[src/rtl/capture_ctrl_if.sv]
// Buffer port and readout stream bundle driven by capture_ctrl.
interface capture_ctrl_if #(
  parameter int ADDR_W = 13,
  parameter int DATA_W = 8
);
  logic              ram_en;
  logic              ram_we;
  logic [ADDR_W-1:0] ram_addr;
  logic [DATA_W-1:0] ram_din;
  logic [DATA_W-1:0] ram_dout;
  logic [DATA_W-1:0] rd_data;
  logic              rd_valid;
  logic              rd_ready;
  logic              rd_last;

  modport master (
    output ram_en, ram_we, ram_addr, ram_din,
    input  ram_dout,
    output rd_data, rd_valid, rd_last,
    input  rd_ready
  );

  modport slave (
    input  ram_en, ram_we, ram_addr, ram_din,
    output ram_dout,
    input  rd_data, rd_valid, rd_last,
    output rd_ready
  );
endinterface

[src/rtl/capture_ctrl.sv]
// Logic-analyzer capture sequencer: pre-trigger history, trigger, post fill, readout.
// Define CAPTURE_DECIM_EN to add the decim_i sample decimation input.
module capture_ctrl #(
  parameter int ADDR_W = 13,
  parameter int DATA_W = 8
) (
  input  logic              clk,
  input  logic              rst,
  input  logic              arm_i,
  input  logic              abort_i,
  input  logic [ADDR_W-1:0] pretrig_i,
  input  logic [DATA_W-1:0] trig_val_i,
  input  logic [DATA_W-1:0] trig_mask_i,
  input  logic [DATA_W-1:0] sample_i,
  input  logic              sample_stb_i,
  input  logic              rd_start_i,
`ifdef CAPTURE_DECIM_EN
  input  logic [7:0]        decim_i,
`endif
  capture_ctrl_if.master    bus,
  output logic              busy_o,
  output logic              triggered_o,
  output logic              done_o,
  output logic [ADDR_W-1:0] trig_addr_o
);

  typedef enum logic [2:0] {
    IDLE, PREFILL, WAIT_TRIG, POST,
    DONE, RD_ISSUE, RD_WAIT, RD_HOLD
  } state_t;

  localparam logic [ADDR_W-1:0] ONE_A = 1;
  localparam logic [ADDR_W-1:0] PMAX  = '1;
  localparam logic [ADDR_W:0]   DEPTH = {1'b1, {ADDR_W{1'b0}}};
  localparam logic [ADDR_W:0]   REM1  = 1;

  state_t              state_q, state_d;
  logic [ADDR_W-1:0]   wr_ptr_q, wr_ptr_d;
  logic [ADDR_W-1:0]   rd_ptr_q, rd_ptr_d;
  logic [ADDR_W-1:0]   cnt_q, cnt_d;
  logic [ADDR_W-1:0]   pre_q, pre_d;
  logic [ADDR_W-1:0]   taddr_q, taddr_d;
  logic [ADDR_W:0]     rem_q, rem_d;
  logic                trig_q, trig_d;
  logic [DATA_W-1:0]   rdat_q, rdat_d;
  logic                rval_q, rval_d;
  logic                rlast_q, rlast_d;
  logic                busy_q, done_q;
  logic                cap, acc, match, stb_ok;
`ifdef CAPTURE_DECIM_EN
  logic [7:0]          dec_q, dec_d;
`endif

  always_comb begin
    cap = (state_q == PREFILL) || (state_q == WAIT_TRIG)
       || (state_q == POST);
`ifdef CAPTURE_DECIM_EN
    stb_ok = (dec_q == 8'd0);
`else
    stb_ok = 1'b1;
`endif
    acc   = cap && sample_stb_i && stb_ok;
    match = ((sample_i ^ trig_val_i) & trig_mask_i) == '0;
  end

  always_comb begin
    state_d  = state_q;
    wr_ptr_d = wr_ptr_q;
    rd_ptr_d = rd_ptr_q;
    cnt_d    = cnt_q;
    pre_d    = pre_q;
    taddr_d  = taddr_q;
    rem_d    = rem_q;
    trig_d   = trig_q;
    rdat_d   = rdat_q;
    rval_d   = rval_q;
    rlast_d  = rlast_q;
`ifdef CAPTURE_DECIM_EN
    dec_d    = dec_q;
`endif
    bus.ram_en   = 1'b0;
    bus.ram_we   = 1'b0;
    bus.ram_addr = '0;
    bus.ram_din  = '0;
    // Abort wins over everything, including a same-cycle write.
    if (abort_i) begin
      state_d = IDLE;
      rval_d  = 1'b0;
      rlast_d = 1'b0;
    end else begin
      if (acc) begin
        bus.ram_en   = 1'b1;
        bus.ram_we   = 1'b1;
        bus.ram_addr = wr_ptr_q;
        bus.ram_din  = sample_i;
        wr_ptr_d     = wr_ptr_q + ONE_A;
      end
`ifdef CAPTURE_DECIM_EN
      if (cap && sample_stb_i)
        dec_d = (dec_q == decim_i) ? 8'd0 : dec_q + 8'd1;
`endif
      unique case (state_q)
        IDLE: if (arm_i) begin
          wr_ptr_d = '0;
          cnt_d    = '0;
          trig_d   = 1'b0;
          pre_d    = pretrig_i;
`ifdef CAPTURE_DECIM_EN
          dec_d    = 8'd0;
`endif
          state_d  = (pretrig_i == '0) ? WAIT_TRIG : PREFILL;
        end
        PREFILL: if (acc) begin
          cnt_d = cnt_q + ONE_A;
          if (cnt_q + ONE_A == pre_q) state_d = WAIT_TRIG;
        end
        WAIT_TRIG: if (acc && match) begin
          taddr_d = wr_ptr_q;
          trig_d  = 1'b1;
          cnt_d   = PMAX - pre_q;
          state_d = (pre_q == PMAX) ? DONE : POST;
        end
        POST: if (acc) begin
          cnt_d = cnt_q - ONE_A;
          if (cnt_q == ONE_A) state_d = DONE;
        end
        DONE: if (rd_start_i) begin
          rd_ptr_d = wr_ptr_q;
          rem_d    = DEPTH;
          state_d  = RD_ISSUE;
        end
        RD_ISSUE: begin
          bus.ram_en   = 1'b1;
          bus.ram_addr = rd_ptr_q;
          state_d      = RD_WAIT;
        end
        RD_WAIT: begin
          rdat_d   = bus.ram_dout;
          rval_d   = 1'b1;
          rlast_d  = (rem_q == REM1);
          rd_ptr_d = rd_ptr_q + ONE_A;
          state_d  = RD_HOLD;
        end
        RD_HOLD: if (bus.rd_ready) begin
          rval_d  = 1'b0;
          rlast_d = 1'b0;
          rem_d   = rem_q - REM1;
          state_d = (rem_q == REM1) ? IDLE : RD_ISSUE;
        end
        default: state_d = IDLE;
      endcase
    end
  end

  always_ff @(posedge clk or posedge rst) begin
    if (rst) begin
      state_q  <= IDLE;
      wr_ptr_q <= '0;
      rd_ptr_q <= '0;
      cnt_q    <= '0;
      pre_q    <= '0;
      taddr_q  <= '0;
      rem_q    <= '0;
      trig_q   <= 1'b0;
      rdat_q   <= '0;
      rval_q   <= 1'b0;
      rlast_q  <= 1'b0;
      busy_q   <= 1'b0;
      done_q   <= 1'b0;
`ifdef CAPTURE_DECIM_EN
      dec_q    <= 8'd0;
`endif
    end else begin
      state_q  <= state_d;
      wr_ptr_q <= wr_ptr_d;
      rd_ptr_q <= rd_ptr_d;
      cnt_q    <= cnt_d;
      pre_q    <= pre_d;
      taddr_q  <= taddr_d;
      rem_q    <= rem_d;
      trig_q   <= trig_d;
      rdat_q   <= rdat_d;
      rval_q   <= rval_d;
      rlast_q  <= rlast_d;
      busy_q   <= (state_d != IDLE) && (state_d != DONE);
      done_q   <= (state_d == DONE);
`ifdef CAPTURE_DECIM_EN
      dec_q    <= dec_d;
`endif
    end
  end

  assign bus.rd_data  = rdat_q;
  assign bus.rd_valid = rval_q;
  assign bus.rd_last  = rlast_q;
  assign busy_o       = busy_q;
  assign done_o       = done_q;
  assign triggered_o  = trig_q;
  assign trig_addr_o  = taddr_q;

endmodule

[src/flat_wrapper.sv]
// flat-port wrapper written by rule: the top's interface ports become plain ports
module capture_ctrl_flat 
#(
  parameter int ADDR_W = 13,
  parameter int DATA_W = 8
)
  (clk, rst, arm_i, abort_i, pretrig_i, trig_val_i, trig_mask_i, sample_i, sample_stb_i, rd_start_i, busy_o, triggered_o, done_o, trig_addr_o, bus_ram_en, bus_ram_we, bus_ram_addr, bus_ram_din, bus_ram_dout, bus_rd_data, bus_rd_valid, bus_rd_last, bus_rd_ready);
  capture_ctrl_if #(.ADDR_W(ADDR_W), .DATA_W(DATA_W)) bus_i ();
  input  logic clk;
  input  logic rst;
  input  logic arm_i;
  input  logic abort_i;
  input  logic [ADDR_W-1:0] pretrig_i;
  input  logic [DATA_W-1:0] trig_val_i;
  input  logic [DATA_W-1:0] trig_mask_i;
  input  logic [DATA_W-1:0] sample_i;
  input  logic sample_stb_i;
  input  logic rd_start_i;
  output logic busy_o;
  output logic triggered_o;
  output logic done_o;
  output logic [ADDR_W-1:0] trig_addr_o;
  output wire logic [$bits(bus_i.ram_en)-1:0] bus_ram_en;
  output wire logic [$bits(bus_i.ram_we)-1:0] bus_ram_we;
  output wire logic [$bits(bus_i.ram_addr)-1:0] bus_ram_addr;
  output wire logic [$bits(bus_i.ram_din)-1:0] bus_ram_din;
  input wire logic [$bits(bus_i.ram_dout)-1:0] bus_ram_dout;
  output wire logic [$bits(bus_i.rd_data)-1:0] bus_rd_data;
  output wire logic [$bits(bus_i.rd_valid)-1:0] bus_rd_valid;
  output wire logic [$bits(bus_i.rd_last)-1:0] bus_rd_last;
  input wire logic [$bits(bus_i.rd_ready)-1:0] bus_rd_ready;
  assign bus_ram_en = bus_i.ram_en;
  assign bus_ram_we = bus_i.ram_we;
  assign bus_ram_addr = bus_i.ram_addr;
  assign bus_ram_din = bus_i.ram_din;
  assign bus_i.ram_dout = bus_ram_dout;
  assign bus_rd_data = bus_i.rd_data;
  assign bus_rd_valid = bus_i.rd_valid;
  assign bus_rd_last = bus_i.rd_last;
  assign bus_i.rd_ready = bus_rd_ready;
  capture_ctrl #(.ADDR_W(ADDR_W), .DATA_W(DATA_W)) u_core (.clk(clk), .rst(rst), .arm_i(arm_i), .abort_i(abort_i), .pretrig_i(pretrig_i), .trig_val_i(trig_val_i), .trig_mask_i(trig_mask_i), .sample_i(sample_i), .sample_stb_i(sample_stb_i), .rd_start_i(rd_start_i), .bus(bus_i), .busy_o(busy_o), .triggered_o(triggered_o), .done_o(done_o), .trig_addr_o(trig_addr_o));
endmodule
[config.mk]
export PLATFORM = sky130hd
export DESIGN_NAME = capture_ctrl_flat
export DESIGN_NICKNAME = d
export VERILOG_FILES = /design/src/rtl/capture_ctrl_if.sv /design/src/rtl/capture_ctrl.sv /design/src/flat_wrapper.sv
export SDC_FILE = /design/constraint.sdc
export NUM_CORES = 1
export LEC_CHECK = 0
export ABC_AREA = 1
export CAP_MARGIN = 15
export CORE_MARGIN = 3
export CORE_UTILIZATION = 35
export DETAILED_ROUTE_END_ITERATION = 7
export SLEW_MARGIN = 30
export SYNTH_ARGS = -nofsm -noshare
export SYNTH_HDL_FRONTEND = slang
export SYNTH_SLANG_ARGS = --single-unit
[constraint.sdc]
create_clock -name clk -period 3.9 [get_ports clk]
set_input_delay 0.78 -clock clk [delete_from_list [all_inputs] [get_ports clk]]
set_output_delay 0.78 -clock clk [all_outputs]
set_load 0.05 [all_outputs]
==> out/summary.txt <==
Outcome -> finished, final reports clean
Final net count -> 972
Vias in the first global route -> 5473
Minimum clock period -> 3.25 ns
Crit path buf inv count -> 3
CTS tree -> yes
Slew margin rel. -> 57.7%
Vias -> 5691
Post-Synth Simple-Gate Area -> 30.4%
Leakage Power -> 3.26 nW
EDFF count, synth -> 0
CP endpoint kind -> output pin
Synth Area in Adders -> 1.71%
Wire per inst -> 15.0 um
Distinct cells, synth -> 38
Post-synth ARST share -> 100%
Drt drc -> 0
Antenna diode count -> 0
P&R area growth vs syn -> 27.5%
CP Max Fanout -> 12
HP Start -> u_core.rem_q[5]
Post-synthesis register bit count -> 95
Vias per cell -> 5.02
Setup violations, final -> 0
Antenna-violating nets left -> 0
Total negative slack -> 0 ns
Postcts setup bufs -> 0
Sequential share of the synthesized area -> 40.7%
Hold Vio Cnt, Final -> 0
CTS buffer count -> 9
Largest family of logic cells by synthesized area -> simple AND/OR/NAND/NOR gates
Post_cts resized -> 0
RD Place Congestion -> 0.899
Layout cell share with drive strength beyond 1 -> 9.49%
Syn avg cell area -> 7.14 sq um
Syn. warnings -> 0
Largest net degree at the start of global routing -> 50
Critical Path RT -> 3.12 ns
PwrDens -> 436 mW/mm^2
Final worst-path cycle share -> 83.3%
Die Height -> 135 um
Data arrival time of the worst path -> 2.47 ns
Final design utilization -> 46.2%
Worst skew pair latency -> 0.36 ns
Crit-path cells -> clkdlybuf4s50_1 -> nand3_4 -> nor2_4 -> inv_2 -> o32ai_1 -> buf_12
H-tree depth -> 3
Maximum vdd ir drop -> 235 uV
Number of max-cap violations -> 0
GR Overflow Total -> 0
Pins Over Slew Limit -> 0
Die area -> 0.0183 sq mm
Clock Skew -> 0.0127 ns
Core area -> 0.0161 sq mm
Hold_buf cts -> 0
Drt pass-1 iters -> 5
Ys flop type -> dfrtp_1
Worst reg2reg setup slack -> 1.56 ns
Root buf cell -> clkbuf_16
First-pass GRT wire length -> 27.8 mm
Worst hold slack -> 0.468 ns
Crit path kind -> primary input to output pin
FF-to-FF Start -> u_core.cnt_q[0]
Initial antenna violation count -> 0
Die width -> 135 um
Syn Nets -> 878
CP top delay family -> buffers and inverters
Unrepaired setup endpoints after global routing -> false
Clk buf depth -> 2
Row count -> 46
# clock sinks -> 95
Gr usage total -> 19.0%
Slowest stage delay, CP -> 0.52 ns
Compound-cell area share of the yosys netlist -> 16.9%
Mapped Cells -> 818
Setup crit start -> sample_stb_i
Number of filler cells placed in the layout -> 1660
Slew @ Worst Pin -> 0.632 ns
Post-DP HPWL -> 12.7 mm
Critical path's slowest cell -> clkdlybuf4s50_1
Post-Synth XOR/XNOR Area -> 0.749%
Post-Synthesis Cell Area -> 0.00584 sq mm
Mux share of post-synthesis cell area -> 0%
Peak Freq -> 308 MHz
Starting density of the core -> 36.3%
PortBufs -> 100
Initial DRC Count -> 398
# IOs -> 101
Clock slew at reported path FFs -> 0.07 ns
CP startpoint kind -> primary input
Final wirelength -> 17.0 mm
Hold Crit Class -> flip-flop to flip-flop
synth_stat cells, types with 10 or more instances:
master | number | area share (%)
nand2_1 | 196 | 13
inv_1 | 101 | 6.5
dfrtp_1 | 95 | 41
o21ai_0 | 75 | 6.4
nor2_1 | 67 | 4.3
nand3_1 | 55 | 4.7
a21oi_1 | 47 | 4.0
o21ai_1 | 23 | 2.0
nor3_1 | 17 | 1.5
nand4_1 | 16 | 1.7
nor4_1 | 12 | 1.3
inv_2 | 11 | 0.71
buf_2 | 10 | 0.86
nor2_2 | 10 | 1.1
o211ai_1 | 10 | 1.3
o32ai_1 | 10 | 1.5
cells in the final DEF (no fill, tap or decap), types with 14 or more instances in the layout:
| cell type | count |
|---|---|
| a21oi_1 | 47 |
| buf_12 | 14 |
| buf_4 | 17 |
| clkdlybuf4s50_1 | 77 |
| dfrtp_1 | 95 |
| inv_1 | 100 |
| nand2_1 | 196 |
| nand3_1 | 55 |
| nand4_1 | 16 |
| nor2_1 | 67 |
| nor3_1 | 17 |
| o21ai_0 | 75 |
| o21ai_1 | 23 |
area by class of cell:
class	instances	area [sq um]	share of cell area, %
multi-input cells	586	2920	39.2
repair buffers	108	1180	15.8
clock inverters	5	48.8	0.655
clock buffers	11	233	3.12
inverters	112	423	5.68
flip-flops and latches	95	2380	31.9
well taps	216	270	3.63
power by group:
part	leakage [nW]	switching, mW	internal (mW)	total [mW]
Sequential	1.24	0.164	1.11	1.27
Clock	0.139	0.421	0.449	0.870
Combinational	1.87	0.733	0.373	1.11
Total	3.26	1.32	1.93	3.25
per-stage QoR:
step                cell area, sq um  setup WS (ns)  power, mW  std cells
finish                          7450          0.653       3.25       1133
global route                    7450          0.555       3.49       1133
CTS                             7450          0.652       3.27       1133
detailed placement              7170          0.672       2.39       1117
global placement                7170          0.704       2.38       1117
floorplan                       5840          0.435       2.06        818
sequential cells by signal, summed over array words and instances, names as in the netlist, 3 cells and up:
signal and count:
u_core.rem_q 14, u_core.cnt_q 13, u_core.pre_q 13, u_core.rd_ptr_q 13
u_core.trig_addr_o 13, u_core.wr_ptr_q 13, u_core.bus.rd_data 8, u_core.state_q 3
routing by layer:
layer,up-vias,global-route usage (%),wire [um]
li1,2906,-,-
met1,2628,24.1,7570
met2,143,33.0,8420
met3,14,4.35,810
met4,0,4.09,176
met5,-,0,0
final timing paths:
| kind | endpoint | depth (start not counted) |
|---|---|---|
| worst max-delay path | bus_ram_addr[3] | 6 |
| worst min-delay path | u_core.rem_q[5] | 1 |
| worst max register to register | u_core.done_o | 17 |
| worst min register to register | u_core.rem_q[5] | 1 |
| max in group asynchronous | u_core.trig_addr_o[1] | 3 |
| min in group asynchronous | u_core.cnt_q[4] | 2 |
cells by family (layout without fill, tap and decap cells):
group,count (synthesis),count (layout)
xor+xnor,5,5
fa+ha+maj,8,8
buf+inv,137,236
flops,95,95
simple gates,394,394
compound gates,179,179
Power figures use the tool's default switching activity.
